File: config.mk
export PLATFORM = sky130hd
export DESIGN_NAME = tl_tick_gen
export DESIGN_NICKNAME = d
export VERILOG_FILES = /design/src/rtl/tl_tick_gen.sv
export SDC_FILE = /design/constraint.sdc
export NUM_CORES = 1
export LEC_CHECK = 0
export ABC_AREA = 1
export CAP_MARGIN = 10
export CORE_UTILIZATION = 55
export CTS_BUF_LIST = sky130_fd_sc_hd__clkbuf_8
export CTS_CLUSTER_DIAMETER = 80
export DETAILED_ROUTE_END_ITERATION = 10
export GPL_TIMING_DRIVEN = 0
export PLACE_DENSITY = 0.79
export SYNTH_ARGS = -nofsm -noshare
export SYNTH_HDL_FRONTEND = slang
export SYNTH_SLANG_ARGS = --single-unit
File: constraint.sdc
create_clock -name clk -period 2.2 [get_ports clk]
set_clock_uncertainty 0.1 [all_clocks]
set_input_delay 0.44 -clock clk [delete_from_list [all_inputs] [get_ports clk]]
set_output_delay 0.44 -clock clk [all_outputs]
set_load 0.05 [all_outputs]
File: src/rtl/tl_tick_gen.sv
// Traffic-light timebase: start-button synchroniser/debouncer plus a
// programmable prescaler that emits a one-cycle tick and a heartbeat.
module tl_tick_gen #(
  parameter int unsigned DEB_LEN = 4
) (
  input  logic       clk,
  input  logic       rst_n,
  input  logic       ena,
  input  logic [7:0] div_sel,
  input  logic       start_in,
  output logic       tick,
  output logic       start_lvl,
  output logic       start_pulse,
  output logic       hb
);

  localparam int unsigned DW = $clog2(DEB_LEN + 1);
  localparam logic [DW-1:0] DEB_LAST = DW'(DEB_LEN - 1);
  localparam logic [DW-1:0] DEB_ONE  = DW'(1);

  logic          s1_q, s2_q;
  logic [DW-1:0] deb_q, deb_d;
  logic          lvl_q, lvl_d;
  logic          pulse_q, pulse_d;
  logic [15:0]   cnt_q, cnt_d;
  logic          tick_q, tick_d;
  logic          hb_q, hb_d;
  logic [15:0]   term;
  logic          deb_done;
  logic          rise;

  always_comb begin
    term     = {div_sel, 8'hFF};
    deb_done = (s2_q != lvl_q) && (deb_q == DEB_LAST);
    rise     = deb_done && s2_q;

    deb_d   = deb_q + DEB_ONE;
    if ((s2_q == lvl_q) || deb_done) deb_d = '0;
    lvl_d   = deb_done ? s2_q : lvl_q;
    pulse_d = rise;

    cnt_d  = cnt_q;
    tick_d = 1'b0;
    hb_d   = hb_q;
    // A fresh start realigns the period so the first tick is a full one.
    if (rise) begin
      cnt_d = '0;
    end else if (ena) begin
      if (cnt_q >= term) begin
        cnt_d  = '0;
        tick_d = 1'b1;
        hb_d   = ~hb_q;
      end else begin
        cnt_d = cnt_q + 16'd1;
      end
    end
  end

  always_ff @(posedge clk) begin
    if (!rst_n) begin
      s1_q    <= 1'b0;
      s2_q    <= 1'b0;
      deb_q   <= '0;
      lvl_q   <= 1'b0;
      pulse_q <= 1'b0;
      cnt_q   <= '0;
      tick_q  <= 1'b0;
      hb_q    <= 1'b0;
    end else begin
      s1_q    <= start_in;
      s2_q    <= s1_q;
      deb_q   <= deb_d;
      lvl_q   <= lvl_d;
      pulse_q <= pulse_d;
      cnt_q   <= cnt_d;
      tick_q  <= tick_d;
      hb_q    <= hb_d;
    end
  end

  assign tick        = tick_q;
  assign start_lvl   = lvl_q;
  assign start_pulse = pulse_q;
  assign hb          = hb_q;

endmodule

After elaboration in Yosys (flattened, before gate mapping). Index checks and enable logic that the tools add are counted.

$add $sub $neg: 2. Magnitude comparators: 1. Eq/ne operators: 3. Muxes and demuxes: 2. Bitwise gates (word level): 4. Reduce and logical (&&, ||, !) cells: 7.

Operators by type and width (count): $add A16 B1 Y16 const B (1); $ge A16 B16 Y1 (1); $mux W16 (1); $not A1 Y1 (4); $reduce_or A2 Y1 (2); $add A3 B1 Y3 const B (1); $eq A3 B2 Y1 const B (1); $reduce_and A3 Y1 (1); $reduce_or A3 Y1 (1); $logic_and A1 B1 Y1 (2); $eq A1 B1 Y1 (1); $logic_or A1 B1 Y1 (1); $mux W1 (1); $ne A1 B1 Y1 (1).

Bits in registers: 25. Input bits: 12. Output and inout port bits: 4. Logic and storage cells: 27.

Logic depth before layout (Yosys ltp). Gate-level depths: netlist of the first run.

Word-level depth: 5. Mapped depth: 12. Gate-level depth less buffers: 12.

Worst setup path after synthesis of the first run. No wires, ideal clock.

Kind: input to register. Start: in div_sel[7]. End: reg cnt_q[14]. Setup time: 0.064 ns. Data arrival time: 1.471 ns. Required time: 2.036 ns. Path slack: 0.566 ns. Stages on the path: 10. Buffers on the path: 1. Path through: inv_1 ha_1 nand2_1 inv_1 a21oi_1 nand3_2 nand2_2 nand2_4 buf_6 nor2_1.

Cells in the longest elaborated chain, start to end: 2.

RTL lines: start: declaration (RTL line 9) `input logic [7:0] div_sel,`; $ge A16 B16 Y1 (RTL line 49) `if (cnt_q >= term) begin`; $mux W16 (RTL line 49); end signal: assignment (RTL line 75) `cnt_q <= cnt_d;`; end: declaration (RTL line 25) `logic [15:0] cnt_q, cnt_d;`.

Every way passes these cells. A chain may end at the register's enable or synchronous reset.

Final worst setup path of the first run.
Start: reg lvl_q (netlist: start_lvl). End: out start_lvl.

RTL lines: start: declaration (RTL line 23) `logic lvl_q, lvl_d;`; start signal: assignment (RTL line 73) `lvl_q <= lvl_d;`; end: declaration (RTL line 12) `output logic start_lvl,`.

No word-level cell between the ends.

==> results.cfg, run 1 <==
[sta]
finalSetupTns_ns = 0
setup_viol = 0
worst_slack_ns = 0.222
finalCritPeriodShare_pct = 89.9
period_needed_ns = 1.98
max_slew_margin_pct = 66.9
fmax_ghz = 0.506
worstMarginPinSlew_ns = 0.496
finalHoldViolCount = 0
rsz0062_at_grt = no
slew_viol_final = 0

[setup_path]
crit_path_end_kind = output pin
regToRegSetupSlack_ns = 0.51
critPathArrivalTime_ns = 1.44
cp.required_ns = 1.66
cpLargestDelayFamily = buffers and inverters
crit_chain = clkdlybuf4s50_1
critPathKind = flip-flop to output pin
crit_path_max_incr_delay_ns = 0.81
start_kind = flip-flop
cp_slowest_cell = clkdlybuf4s50_1
crit_path_max_fanout = 3
crit_buf_inv = 1

[routing]
drtIter0Drc = 25
vias = 1160
final_antenna_net_count = 0
met1_length_um = 1060
via_per_inst = 4.87
drt_pass1_iterations = 4
wirelength_um = 2360
wire_per_inst_um = 9.90
dr.max_layer_used = met4
wl_met3_um = 70
drcViolationCount = 0
wl_met2_um = 1210

[global_route]
antenna_found_initial = 0
first_global_vias = 1072
grt_max_degree = 15
grt_pass1_wl_um = 3910
grt_overflow = 0
track_usage_pct = 19.7

[synthesis]
ys_seq_area_share_pct = 36.9
synth_ff_type = dfxtp_1
syn_avg_cell_area_um2 = 7.07
synth_most_common_cell = nand2_1
synth_edf_count = 0
synth_common_cells = 43 x nand2_1, 37 x inv_1, 28 x nor2_1
yosysTopAreaCell = dfxtp_1
ys_top_cells_by_area = dfxtp_1 37%, nand2_1 12%, inv_1 10%, ha_1 10%, nor2_1 7.7%
syn-cell-area_um2 = 1360
yosysUniqueCellTypes = 22
synth_top_area_share_pct = 36.9
async_flop_share_pct = 0
yosysWarnings = 0
syn_nets = 215
synth_seq_cells = 25
synthCells = 192

[placed_design]
dp_slack_ns = -0.0697
dp.cells = 234
placed_area_um2 = 1530
dpl.hpwl_um = 1920
numPortBuffers = 14
gp_congestion = 0.894

[layout]
antenna_cells = 0
nets = 234
final_area_um2 = 1580
final_cells = 238
drive_above_1_share_pct = 7.62
area_delta_synth_final_pct = 16.3

[floorplan]
start_util_pct = 59.6
die_area_um2 = 2670
pin_count = 16
core_um2 = 2280
dieHeight_um = 51.7
rows = 17
fp.dieW_um = 51.7

[power_and_ir_drop]
power_leakage_uw = 0.000801
vdd_ir_drop_max_v = 0.000442
power_uw = 782
powerDensity_nw_per_um2 = 495

[clock_tree]
clkTransAtPathRegs_ns = 0.08
clkLatencyLatePin_ns = 0.26
cts_tree = built
post_cts_buffers = 0
cts.path.max_buffers = 2
cts_resized = 0
cts_inserted_buffers = 3
cts_hold_buf = 0
h-tree-depth = 1
cts_sinks = 25
cts_root_buf = clkbuf_8

[run]
drv_cap = 0

[outcome]
status = finished, final reports clean

[hold_path]
hold_class = flip-flop to flip-flop
-- report_power, final --
group | total (uW) | internal, uW | leakage [uW] | switching, uW
Sequential | 461 | 457 | 0.000202 | 3.84
Combinational | 59.4 | 31.5 | 0.000574 | 27.8
Clock | 262 | 126 | 0.0000255 | 136
Total | 782 | 615 | 0.000801 | 167
-- sequential cells by signal, indices dropped and copies added (netlist names) --
| name | flops |
|---|---|
| cnt_q | 16 |
| deb_q | 3 |
| hb | 1 |
| s1_q | 1 |
| s2_q | 1 |
| start_lvl | 1 |
| start_pulse | 1 |
| tick | 1 |
-- stage by stage --
step | hold WS [ns] | util, %
2_1_floorplan | 0.290 | -
3_3_place_gp | 0.293 | 67.3
3_5_place_dp | 0.307 | 67.3
4_1_cts | 0.326 | 69.4
5_1_grt | 0.347 | 69.4
6_report | 0.321 | 69.4
-- cell type report --
type	instances	area (um^2)
plain buffers	2	18.8
clock buffers	3	41.3
clock inverters	1	5.00
fillers	212	697
inverters	39	146
multi-input cells	126	692
flip-flops and latches	25	500
well taps	28	35.0
repair buffers	14	140
-- layer usage --
metal	vias to the layer above	global-route usage, %
li1	615	-
met1	523	20.4
met2	20	39.0
met3	2	2.63
met4	0	8.11
met5	-	0
-- layout by cell type (no fill, tap or decap) --
cell and count:
ha_1 11, nand2_2 2, nand3_1 12, inv_2 2, nor2_1 28, clkinv_2 1
xor2_1 9, inv_1 37, a21oi_1 5, xnor2_1 2, a31oi_1 1, clkdlybuf4s50_1 14
nand2_4 1, clkbuf_8 3, buf_4 1, or2_2 2, nand2_1 43, buf_6 1
nor2_2 2, o21ai_0 2, mux2i_1 1, nand4_1 1, nand3_2 1, dfxtp_1 25
nor3_1 3
-- kinds of logic after synthesis --
logic type | count (synthesis) | synth area share, %
mux | 1 | 0.737
buf+inv | 41 | 12.2
flops | 25 | 36.9
simple gates | 95 | 30.0
fa+ha+maj | 11 | 10.1
xor+xnor | 11 | 7.10
compound gates | 8 | 3.04
-- path summary, 6_finish.rpt --
| check | from | to | cells after the start |
|---|---|---|---|
| worst max register to register | cnt_q[11] | cnt_q[2] | 11 |
| worst min-delay path | deb_q[0] | deb_q[0] | 1 |
| worst max-delay path | start_lvl | start_lvl | 1 |
| worst min register to register | deb_q[0] | deb_q[0] | 1 |
(Power assumes the default switching activity.)
==> run 2, diff against run 1 <==
MAX_ROUTING_LAYER = met4   (was unset)
==> results of run 2 <==
Final layout, timing and power as in run 1 (identical DEF).
Among the figures that moved: final weighted congestion in routability-driven placement 0.894 -> 0.909; overall routing resource usage 19.7% -> 20.3%
